**src/rtl/data_regfile_pkg.sv**
```systemverilog
// Shared types and the address decode helper for the data register file.
// Decode arithmetic is done in 33 bits so out-of-range addresses never alias back onto a valid word.
package data_regfile_pkg;

    typedef enum logic [1:0] {IDLE, CLEAR, DONE} clr_state_t;

    localparam int DEF_DATA_WIDTH = 80;
    localparam int BE_WIDTH       = DEF_DATA_WIDTH / 8;

    typedef struct packed {
        logic        valid;
        logic [31:0] index;
    } addr_dec_t;

    // Stride is a power of two, so the divide/modulo fold to shifts/masks once parameters are fixed.
    function automatic addr_dec_t addr_to_index(input logic [32:0] addr,
                                                input logic [32:0] base,
                                                input logic [32:0] stride,
                                                input logic [32:0] num_words);
        addr_dec_t   res;
        logic [32:0] off;
        logic [32:0] idx;
        off       = addr - base;
        idx       = off / stride;
        res.valid = (addr >= base) && ((off % stride) == '0) && (idx < num_words);
        res.index = idx[31:0];
        return res;
    endfunction

endpackage

```
**src/rtl/regfile_addr_decode.sv**
```systemverilog
// Combinational address-to-word-index decode; one instance per access port.
module regfile_addr_decode
    import data_regfile_pkg::*;
#(
    parameter int ADDR_WIDTH  = 8,
    parameter int NUM_WORDS   = 4,
    parameter int ADDR_STRIDE = 4,
    parameter int BASE_ADDR   = 0,
    parameter int IDX_W       = 2
) (
    input  logic [ADDR_WIDTH-1:0] addr,
    output logic                  valid,
    output logic [IDX_W-1:0]      index
);

    addr_dec_t         dec;
    logic [31-IDX_W:0] unused_idx_hi;

    always_comb begin
        dec = addr_to_index(33'(addr), 33'(BASE_ADDR), 33'(ADDR_STRIDE), 33'(NUM_WORDS));
    end

    assign valid         = dec.valid;
    assign index         = dec.index[IDX_W-1:0];
    assign unused_idx_hi = dec.index[31:IDX_W];

endmodule

```
**src/rtl/data_regfile.sv**
```systemverilog
// Parametrised register file with byte-enabled writes, ack/err handshakes and a sequenced bulk clear.
module data_regfile
    import data_regfile_pkg::*;
#(
    parameter int                    ADDR_WIDTH  = 8,
    parameter int                    DATA_WIDTH  = 80,
    parameter int                    NUM_WORDS   = 4,
    parameter int                    ADDR_STRIDE = 4,
    parameter int                    BASE_ADDR   = 0,
    parameter logic [DATA_WIDTH-1:0] RD_DEFAULT  = 'hDEADDEAD
) (
    input  logic                    clk_in,
    input  logic                    rst_n_in,
    input  logic                    wr_req,
    input  logic [ADDR_WIDTH-1:0]   wr_addr,
    input  logic [DATA_WIDTH-1:0]   wr_data,
    input  logic [DATA_WIDTH/8-1:0] wr_be,
    output logic                    wr_ack,
    output logic                    wr_err,
    input  logic                    rd_req,
    input  logic [ADDR_WIDTH-1:0]   rd_addr,
    output logic                    rd_valid,
    output logic [DATA_WIDTH-1:0]   rd_data,
    output logic                    rd_err,
    input  logic                    clr_req,
    output logic                    busy
);

    localparam int BE_W  = DATA_WIDTH / 8;
    localparam int IDX_W = $clog2(NUM_WORDS);

    logic [DATA_WIDTH-1:0] mem_q [NUM_WORDS];
    logic [DATA_WIDTH-1:0] mem_d [NUM_WORDS];
    clr_state_t            state_q, state_d;
    logic [IDX_W-1:0]      ptr_q, ptr_d;
    logic                  busy_q, busy_d;
    logic                  wr_ack_q, wr_ack_d, wr_err_q, wr_err_d;
    logic                  rd_valid_q, rd_valid_d, rd_err_q, rd_err_d;
    logic [DATA_WIDTH-1:0] rd_data_q, rd_data_d;

    logic             wr_ok, rd_ok;
    logic [IDX_W-1:0] wr_idx, rd_idx;

    regfile_addr_decode #(.ADDR_WIDTH(ADDR_WIDTH), .NUM_WORDS(NUM_WORDS), .ADDR_STRIDE(ADDR_STRIDE),
                          .BASE_ADDR(BASE_ADDR), .IDX_W(IDX_W))
        u_wr_dec (.addr(wr_addr), .valid(wr_ok), .index(wr_idx));

    regfile_addr_decode #(.ADDR_WIDTH(ADDR_WIDTH), .NUM_WORDS(NUM_WORDS), .ADDR_STRIDE(ADDR_STRIDE),
                          .BASE_ADDR(BASE_ADDR), .IDX_W(IDX_W))
        u_rd_dec (.addr(rd_addr), .valid(rd_ok), .index(rd_idx));

    always_comb begin
        mem_d      = mem_q;
        state_d    = state_q;
        ptr_d      = ptr_q;
        wr_ack_d   = wr_req;
        wr_err_d   = wr_req && (!wr_ok || busy_q);
        rd_valid_d = rd_req;
        rd_err_d   = rd_req && (!rd_ok || busy_q);
        rd_data_d  = rd_data_q;

        if (wr_req && wr_ok && !busy_q) begin
            for (int b = 0; b < BE_W; b++) begin
                if (wr_be[b]) mem_d[wr_idx][8*b +: 8] = wr_data[8*b +: 8];
            end
        end

        // mem_q is the pre-edge value, giving read-old on a same-cycle write.
        if (rd_req) rd_data_d = (rd_ok && !busy_q) ? mem_q[rd_idx] : RD_DEFAULT;

        // Writes are blocked while busy, so the clear never races a real write.
        case (state_q)
            IDLE: begin
                if (clr_req) begin
                    state_d = CLEAR;
                    ptr_d   = '0;
                end
            end
            CLEAR: begin
                mem_d[ptr_q] = '0;
                ptr_d        = ptr_q + 1'b1;
                if (ptr_q == IDX_W'(NUM_WORDS - 1)) state_d = DONE;
            end
            DONE:    state_d = IDLE;
            default: state_d = IDLE;
        endcase

        busy_d = (state_d == CLEAR);
    end

    always_ff @(posedge clk_in or negedge rst_n_in) begin
        if (!rst_n_in) begin
            for (int i = 0; i < NUM_WORDS; i++) mem_q[i] <= '0;
            state_q    <= IDLE;
            ptr_q      <= '0;
            busy_q     <= 1'b0;
            wr_ack_q   <= 1'b0;
            wr_err_q   <= 1'b0;
            rd_valid_q <= 1'b0;
            rd_err_q   <= 1'b0;
            rd_data_q  <= '0;
        end else begin
            mem_q      <= mem_d;
            state_q    <= state_d;
            ptr_q      <= ptr_d;
            busy_q     <= busy_d;
            wr_ack_q   <= wr_ack_d;
            wr_err_q   <= wr_err_d;
            rd_valid_q <= rd_valid_d;
            rd_err_q   <= rd_err_d;
            rd_data_q  <= rd_data_d;
        end
    end

    assign wr_ack   = wr_ack_q;
    assign wr_err   = wr_err_q;
    assign rd_valid = rd_valid_q;
    assign rd_err   = rd_err_q;
    assign rd_data  = rd_data_q;
    assign busy     = busy_q;

endmodule

```
**config.mk**
```make
export PLATFORM = sky130hd
export DESIGN_NAME = data_regfile
export DESIGN_NICKNAME = d
export VERILOG_FILES = /design/src/rtl/data_regfile_pkg.sv /design/src/rtl/regfile_addr_decode.sv /design/src/rtl/data_regfile.sv
export SDC_FILE = /design/constraint.sdc
export NUM_CORES = 1
export LEC_CHECK = 0
export ABC_AREA = 1
export BUFFER_PORTS_ARGS = -buffer_cell sky130_fd_sc_hd__buf_2
export CAP_MARGIN = 20
export CORE_ASPECT_RATIO = 1.1
export CORE_MARGIN = 1.5
export CORE_UTILIZATION = 45
export CTS_BUF_LIST = sky130_fd_sc_hd__clkbuf_8 sky130_fd_sc_hd__clkbuf_16
export DETAILED_ROUTE_END_ITERATION = 8
export SYNTH_ARGS = -nofsm -noshare
export SYNTH_HDL_FRONTEND = slang
export SYNTH_HIERARCHICAL = 1
export SYNTH_SLANG_ARGS = --single-unit
export TNS_END_PERCENT = 5
```
**constraint.sdc**
```tcl
create_clock -name clk_in -period 2.1 [get_ports clk_in]
set_input_delay 0.105 -clock clk_in [delete_from_list [all_inputs] [get_ports clk_in]]
set_output_delay 0.105 -clock clk_in [all_outputs]
set_load 0.005 [all_outputs]
```
==> impl_metrics.csv, run 1 <==
group,metric,value,unit
timing,tightest_slew,0.656,ns
placement,dp.cells,3612,
placement,hpwlAfterDp,40.3,mm
critical_path,crit_slowest_cell,"dlygate4sd3_1",
logic_synthesis,yosysSeqAreaShare,47.0,%
critical_path,crit_buf_inv,5,
detailed_routing,drc,0,
detailed_routing,drtIter0Drc,1581,
pwr,powerDensity,783,nW/µm²
detailed_routing,wire_per_inst,18.4,µm
logic_synthesis,synthDistinctLibCells,25,
critical_path,arrival,2.57,ns
global_routing,grt_max_degree,83,
floorplanning,start_util,45.5,%
floorplanning,die_w,213,µm
logic_synthesis,synth_adder_area_share,0.230,%
run_status,outcome,"complete, no violations",
clock_tree,insertion_delay,0.58,ns
logic_synthesis,synth_edf_count,0,
critical_path,cpPeakStageDelay,0.58,ns
timing,fmax,484,MHz
global_routing,grt_pass1_vias,19709,
hold_path,hold_start,"wr_be[5]",
floorplanning,die-area,49700,µm²
placement,gp_congestion,0.802,
hold_path,hp-class,"input pin to register",
detailed_routing,drtAntennaViolNets,0,
logic_synthesis,synthesis.area,21800,µm²
logic_synthesis,async_reset_ff_share,100,%
logic_synthesis,synthXorXnorAreaFrac,0,%
logic_synthesis,synthSimpleGateAreaFrac,44.7,%
floorplanning,num_rows,84,
finish,drive_gt1_share,13.9,%
finish,syn_to_final_growth,19.6,%
timing,skew,0.0123,ns
pwr,p_leak,14.2,nW
clock_tree,clockBufferDepth,3,
logic_synthesis,syn-num-nets,3032,
logic_synthesis,syn_avg_cell_area,7.46,µm²
clock_tree,cts_tree,"built",
timing,setup_viol,0,
detailed_routing,viasPerCell,5.34,
logic_synthesis,ys_ff_latch,409,
detailed_routing,wirelength,69.5,mm
critical_path,crit_top_cell,"nand2_1",
critical_path,crit_family,"buffers and inverters",
timing,hold_viol,0,
detailed_routing,dr.pass1.iters,5,
timing,tns,0,ns
logic_synthesis,synth.area.mux_share,0,%
flow_run,maxCapViolCount,0,
finish,stdcell_count,3780,
finish,finalInstanceArea,26000,µm²
finish,fin_nets,3222,
critical_path,crit_start,"rd_addr[6]",
clock_tree,htreeDepth,2,
placement,io_buffer_count,195,
floorplanning,core_area,47800,µm²
critical_path,critPathMaxFanout,40,
logic_synthesis,synth_ff_type,"dfrtp_1",
logic_synthesis,synth_cells,2917,
clock_tree,clock-root-buffer,"clkbuf_16",
placement,place_area,23600,µm²
floorplanning,io_pins,196,
logic_synthesis,yosysWarnings,6,
critical_path,crit_chain,"dlygate4sd3_1, buf_2, nor2_1, dlygate4sd3_1, nand2_1, nor2_2, nand2_1, nor2_4, buf_4, buf_16, nand3_1, nand2_1",
pwr,vdd_ir_drop_max,839,µV
global_routing,antenna_found_initial,2,
detailed_routing,num_vias,20204,
timing,fin_crit,2.06,ns
timing,fin_crit_sh,98.3,%
clock_tree,cts_sinks,409,
clock_tree,clkSlewWorstSetupHoldPaths,0.06,ns
global_routing,grt-ovfl-total,0,
pwr,p_total,20.4,mW
finish,antennaDiodeCount,0,
global_routing,grt_usage,28.3,%
critical_path,start_kind,"input pin",
timing,finalWorstSetupSlack,0.0357,ns
clock_tree,cts_made_buffers,45,
timing,max_slew_margin,56.2,%
critical_path,crit_required,2.61,ns
placement,pre_cts_ws,0.338,ns
logic_synthesis,synth_compound_area_share,0.149,%
logic_synthesis,synth_top_family_by_area,"simple AND/OR/NAND/NOR gates",
critical_path,end_kind,"register",
global_routing,grt_pass1_wl,110,mm
timing,slew_viol_final,0,
critical_path,timing.rr.start,"busy",
critical_path,path_class,"input pin to register",
floorplanning,dieHeight,234,µm
==> area by class of cell <==
cell class	instances	area (µm²)
clock buffers	54	1250
clock inverters	21	199
fillers	4516	21800
inverters	205	782
well taps	645	807
repair buffers	358	2890
multi-input cells	2088	9880
flip-flops and latches	409	10200
==> cell families (layout without fill, tap and decap cells) <==
kind of cell / Yosys count / in the layout
adder cells (fa/ha/maj): 4 / 4
buffers and inverters: 420 / 638
AND/OR/NAND/NOR: 2078 / 2078
AO/OA/AOI/OAI: 6 / 6
flip-flops: 409 / 409
==> cell usage after synthesis (4+ instances only) <==
master / count / area (µm²)
buf_1: 30 / 113
buf_2: 78 / 390
buf_4: 7 / 52.6
clkbuf_1: 98 / 368
dfrtp_1: 409 / 10200
ha_1: 4 / 50.1
inv_1: 195 / 732
inv_2: 7 / 26.3
nand2_1: 791 / 2970
nand3_1: 240 / 1200
nand4_1: 320 / 2000
nand4_4: 9 / 191
nor2_1: 650 / 2440
nor2_4: 11 / 124
nor2_8: 32 / 641
o21ai_0: 4 / 20.0
or2_2: 22 / 138
==> placed cells by master, fill, tap and decap left out, drive strengths merged <==
cell,synthesis,layout
nand3,240,240
a21oi,1,1
clkbuf,100,55
inv,204,214
dfrtp,409,409
ha,4,4
a21boi,1,1
clkinvlp,0,2
clkinv,1,6
nand2,791,791
dlygate4sd3,0,89
nand4,330,330
bufinv,0,4
or2,24,24
o21ai,4,4
buf,115,268
nor2,693,693
==> sequential cells by signal (all words and copies together), names as in the netlist <==
name and count:
mem_q 320, wr_ack 1, busy 1, rd_err 1, ptr_q 2, rd_data 80, rd_valid 1, state_q 2
wr_err 1
==> tightest hold or removal path: cells and delay by family <==
family                 cells  cell delay (ns)
AND/OR/NAND/NOR            3             0.25
buffers and inverters      1             0.22
==> metal layers <==
layer  track usage, %  vias up  routed length (µm)
li1                 -     9728                   -
met2             47.3      644               33800
met3             4.18      105                4310
met5                0        -                  23
met4             7.85        4                1470
met1             38.0     9723               29900
==> worst paths after layout <==
kind	to	slack [ns]	cells past startpoint
worst max-delay path	rd_data[1]	0.04	12
worst min-delay path	mem_q[40]	0.04	4
worst max register to register	mem_q[305]	0.43	6
worst min register to register	rd_data[61]	0.47	2
max in group asynchronous	mem_q[78]	1.22	3
min in group asynchronous	rd_data[35]	0.06	2
==> power breakdown <==
part | internal (mW) | total (mW) | switching, mW
clock | 4.67 | 7.95 | 3.28
combinational | 1.29 | 4.27 | 2.98
sequential | 8.05 | 8.16 | 0.109
total | 14.0 | 20.4 | 6.36
==> through the flow <==
step / utilization (%) / hold slack, ns
CTS: 54.3 / 0.00397
finish: 54.4 / 0.0380
global placement: 49.4 / 0.0787
floorplan: - / -0.191
detailed placement: 49.4 / 0.0785
global route: 54.4 / 0.0419
==> repair_timing <==
item / in CTS / in global routing
buffers inserted: 0 / 3
hold buffers: 89 / 0
resized for setup: 0 / 8
hold endpoints to repair: 734 / 0
endpoints found under the setup margin: 0 / 12
No activity file was read; power rests on OpenSTA's default activity.
==> run 2, diff against run 1 <==
- CTS_BUF_LIST: sky130_fd_sc_hd__clkbuf_8 sky130_fd_sc_hd__clkbuf_16 -> unset
==> impl_metrics.csv, run 2 (synthesized netlist as in run 1, its figures left out) <==
group,metric,value,unit
critical_path,r2r_slack,0.43,ns
critical_path,arrival,2.57,ns
floorplanning,start_util,45.5,%
finish,area.sequential,10200,µm²
clock_tree,cts_tree,"built",
pwr,p_leak,14.2,nW
timing,hold_viol,0,
floorplanning,dieHeight,234,µm
pwr,clkPwrFrac,39.1,%
placement,gp_congestion,0.802,
critical_path,path_class,"input pin to register",
pwr,swShare,31.1,%
clock_tree,clkSlewWorstSetupHoldPaths,0.06,ns
critical_path,critPathMaxFanout,40,
clock_tree,insertion_delay,0.58,ns
critical_path,reg2reg_to,"mem_q[278]",
finish,final_cell_mix,"nand2_1 (786), nor2_1 (646), dfrtp_1 (409), nand4_1 (320), nand3_1 (234)",
finish,largest-register,"mem_q",
timing,setup_viol,0,
detailed_routing,wirelength,69.5,mm
finish,final_common_cell,"nand2_1",
detailed_routing,drtIter0Drc,1536,
detailed_routing,num_vias,20247,
detailed_routing,viasPerCell,5.36,
critical_path,crit_required,2.61,ns
timing,max_slew_margin,56.2,%
pwr,cellInternalPower,14.1,mW
clock_tree,cts_made_buffers,45,
timing,finalWorstSetupSlack,0.0367,ns
clock_tree,cts_sinks,409,
pwr,vdd_ir_drop_max,831,µV
run_status,outcome,"complete, no violations",
pwr,comb_power_share,20.9,%
clock_tree,clock-root-buffer,"clkbuf_16",
floorplanning,die-area,49700,µm²
hold_path,worstHoldPathCells,4,
global_routing,grt_max_degree,83,
detailed_routing,dr.pass1.iters,6,
detailed_routing,drtAntennaViolNets,0,
pwr,p_seq_share,40.0,%
critical_path,start_kind,"input pin",
finish,drive_gt1_share,13.9,%
clock_tree,htreeDepth,2,
placement,io_buffer_count,195,
timing,fmax,485,MHz
timing,tightest_slew,0.655,ns
floorplanning,io_pins,196,
clock_tree,clockBufferDepth,3,
hold_path,hp-class,"input pin to register",
global_routing,grt_pass1_vias,19709,
detailed_routing,wire_per_inst,18.4,µm
placement,pre_cts_ws,0.338,ns
finish,fin_nets,3222,
finish,stdcell_count,3780,
flow_run,maxCapViolCount,0,
timing,skew,0.0140,ns
timing,slew_viol_final,0,
critical_path,end_kind,"register",
finish,final_core_util,54.4,%
global_routing,grt-ovfl-total,0,
critical_path,timing.rr.start,"busy",
timing,fin_crit_sh,98.3,%
finish,antennaDiodeCount,0,
hold_path,hold_start,"wr_be[5]",
floorplanning,die_w,213,µm
global_routing,antenna_found_initial,2,
timing,fin_crit,2.06,ns
finish,syn_to_final_growth,19.6,%
detailed_routing,drc,0,
global_routing,grt_usage,28.3,%
finish,largest_reg_flops,320,
critical_path,r2r_cells,6,
placement,dp.cells,3612,
floorplanning,num_rows,84,
global_routing,grt_pass1_wl,110,mm
hold_path,hold_end,"mem_q[44]",
placement,hpwlAfterDp,40.3,mm
pwr,power_switching,6.34,mW
pwr,powerDensity,784,nW/µm²
finish,multiInputGateArea,9880,µm²
floorplanning,core_area,47800,µm²
finish,fill_cells,4516,
run 2: layer usage:
layer | GRT usage (%) | part of all wire [%]
met4 | 7.85 | 2.1
met5 | 0 | 0.033
met1 | 38.0 | 43
met2 | 47.3 | 49
met3 | 4.18 | 6.5
run 2: metrics by stage:
step                setup TNS, ns  hold slack [ns]  total power, mW  cell area (µm²)
detailed placement              0           0.0785             12.4            23600
global placement                0           0.0787             12.4            23600
finish                          0           0.0370             20.4            26000
floorplan                       0           -0.191             10.9            21800
CTS                             0          0.00397             20.5            25900
global route              -0.0605           0.0419             21.3            26000
run 2: critical path: stages:
cell	delay, ns
dlygate4sd3_1	0.53
buf_2	0.12
nor2_1	0.09
dlygate4sd3_1	0.57
nand2_1	0.07
nor2_2	0.12
nand2_1	0.10
nor2_4	0.15
buf_4	0.14
buf_16	0.22
nand3_1	0.22
nand2_1	0.10
run 2: how the worst max path moves through the flow:
stage	startpoint	end	cells past startpoint	slack, ns
floorplan	wr_addr[1]	mem_q[296]	7	0.61
detailed placement	wr_addr[1]	mem_q[42]	10	0.34
CTS	rd_addr[6]	rd_data[3]	12	0.06
global placement	wr_addr[1]	mem_q[197]	10	0.34
global route	rd_addr[6]	rd_data[1]	12	-0.02
finish	rd_addr[6]	rd_data[1]	12	0.04
run 2: power groups by stage:
stage	clock network (mW)	logic, mW	registers (mW)
2_1_floorplan	0	2.63	8.28
3_3_place_gp	0	4.06	8.30
3_5_place_dp	0	4.11	8.30
4_1_cts	8.15	4.24	8.16
5_1_grt	8.43	4.72	8.18
6_report	7.98	4.26	8.16
run 2: layout make-up:
class / count / share of cell area, %
inverters: 205 / 3.00
repair buffers: 358 / 11.1
clock buffers: 63 / 4.93
multi-input cells: 2088 / 37.9
clock inverters: 12 / 0.634
well taps: 645 / 3.10
flip-flops and latches: 409 / 39.3
run 2: timing repair:
action                                  4_1_cts  5_1_grt
endpoints found under the setup margin        0       12
setup buffers                                 0        3
hold buffers                                 89        0
endpoints found under the hold margin       734        0
resized for setup                             0        8
==> run 3, diff against run 2 <==
- CELL_PAD_IN_SITES_DETAIL_PLACEMENT: unset -> 1
- CELL_PAD_IN_SITES_GLOBAL_PLACEMENT: unset -> 1
- PLACE_DENSITY_LB_ADDON: unset -> 0.1
==> impl_metrics.csv, run 3 (synthesized netlist as in run 1, its figures left out) <==
group,metric,value,unit
run_status,outcome,"complete, no violations",
clock_tree,cts_sinks,409,
floorplanning,num_rows,84,
floorplanning,dieHeight,234,µm
global_routing,grt_max_degree,114,
finish,final_cell_mix,"nand2_1 (785), nor2_1 (646), dfrtp_1 (409), nand4_1 (320), nand3_1 (239)",
detailed_routing,wire_per_inst,21.2,µm
placement,gp_congestion,0.785,
pwr,cellInternalPower,14.0,mW
pwr,p_leak,14.2,nW
detailed_routing,viasPerCell,5.58,
critical_path,critPathMaxFanout,13,
detailed_routing,num_vias,21113,
pwr,power_switching,6.73,mW
hold_path,hp-class,"input pin to async pin",
timing,setup_viol,0,
global_routing,grt_usage,32.5,%
global_routing,grt_use_met3,4.62,%
timing,fin_crit,2.07,ns
pwr,p_seq_share,39.5,%
timing,skew,0.0117,ns
finish,largest-register,"mem_q",
placement,io_buffer_count,195,
timing,max_slew_margin,54.9,%
pwr,comb_power_share,21.6,%
critical_path,r2r_slack,0.18,ns
finish,syn_to_final_growth,19.3,%
critical_path,end_kind,"register",
clock_tree,clkSlewWorstSetupHoldPaths,0.06,ns
pwr,powerDensity,797,nW/µm²
timing,tightest_slew,0.676,ns
detailed_routing,wirelength,80.4,mm
critical_path,arrival,2.59,ns
timing,fin_crit_sh,98.5,%
global_routing,grt_pass1_vias,22468,
clock_tree,cts_tree,"built",
critical_path,start_kind,"input pin",
critical_path,crit_required,2.62,ns
placement,hpwlAfterDp,45.1,mm
floorplanning,start_util,45.5,%
finish,drive_gt1_share,13.6,%
detailed_routing,drtIter0Drc,1333,
critical_path,crit_start,"rd_addr[6]",
clock_tree,clockBufferDepth,3,
floorplanning,core_area,47800,µm²
pwr,p_total,20.7,mW
global_routing,grt.met1_usage,40.3,%
timing,hold_viol,0,
flow_run,maxCapViolCount,0,
detailed_routing,drc,0,
global_routing,grt-ovfl-total,0,
pwr,swShare,32.5,%
finish,fin_nets,3222,
clock_tree,clock-root-buffer,"clkbuf_16",
timing,fmax,484,MHz
critical_path,path_class,"input pin to register",
floorplanning,die_w,213,µm
detailed_routing,dr.pass1.iters,5,
finish,final_common_cell,"nand2_1",
finish,fill_cells,5944,
pwr,clkPwrFrac,39.0,%
clock_tree,cts_made_buffers,46,
floorplanning,io_pins,196,
critical_path,timing.rr.start,"busy",
clock_tree,insertion_delay,0.60,ns
timing,holdWs,0.0481,ns
timing,slew_viol_final,0,
global_routing,grt_use_met2,56.3,%
detailed_routing,drtAntennaViolNets,0,
floorplanning,die-area,49700,µm²
clock_tree,htreeDepth,2,
global_routing,grt_pass1_wl,124,mm
finish,largest_reg_flops,320,
global_routing,antenna_found_initial,0,
pwr,vdd_ir_drop_max,589,µV
global_routing,top_usage_layer,"met2",
[run 3: changes by cell type in the layout (fill, tap and decap cells not counted), sizes merged]
cell / before / now
buf: 268 / 259
bufinv: 4 / 1
clkbuf: 64 / 73
clkinv: 6 / 10
clkinvlp: 2 / 0
diode: 0 / 1
dlygate4sd3: 89 / 95
[run 3: metal layers]
metal / wire [µm] / vias to the layer above
met5: 0 / -
met4: 2940 / 0
met1: 33500 / 10552
met2: 40000 / 628
li1: - / 9727
met3: 3920 / 206
[run 3: final timing paths]
path                          endpoint  cells past startpoint
min in group clk_in          mem_q[35]                      4
setup reg to reg             mem_q[46]                      7
hold reg to reg            rd_data[48]                      2
max in group asynchronous   rd_data[8]                      3
setup / recovery           rd_data[35]                     12
hold / removal             rd_data[24]                      2
[run 3: repair_timing]
item / in CTS / in global routing
setup buffers: 0 / 2
hold buffers: 95 / 0
endpoints found under the setup margin: 0 / 12
hold endpoints to repair: 712 / 0
resized for setup: 0 / 6
[run 3: cell type report]
cell class / count / area, µm² / share of cell area, %
Clock inverter: 11 / 80.1 / 0.308
Multi-Input combinational cell: 2088 / 9850 / 38.0
Sequential cell: 409 / 10200 / 39.4
Clock buffer: 70 / 1390 / 5.34
Antenna cell: 1 / 2.50 / 0.00964
Tap cell: 645 / 807 / 3.11
Inverter: 205 / 782 / 3.01
Timing Repair Buffer: 357 / 2820 / 10.8
[run 3: worst max-delay path, cell delays in order]
cell	delay [ns]
dlygate4sd3_1	0.54
buf_2	0.12
nor2_1	0.10
dlygate4sd3_1	0.56
nand2_1	0.07
nor2_2	0.13
nand2_2	0.09
nor2_4	0.23
buf_4	0.22
buf_8	0.22
nand3_1	0.12
nand2_1	0.07
[run 3: power groups by stage]
stage,Sequential [mW],Combinational (mW),Clock (mW)
after global routing,8.18,4.88,8.46
after global placement,8.29,4.13,0
after detailed placement,8.31,4.27,0
final,8.17,4.47,8.06
after floorplan,8.28,2.63,0
after CTS,8.16,4.44,8.18
[run 3: stage by stage]
step                cell area (µm²)  utilization (%)  std cells  setup WS, ns  TNS, ns
global placement              23400             49.0       3604         0.340        0
CTS                           25900             54.1       3780        0.0970        0
detailed placement            23400             49.0       3604         0.256        0
finish                        26000             54.3       3786        0.0325        0
global route                  26000             54.3       3785       -0.0120  -0.0526
floorplan                     21800                -       2917         0.614        0
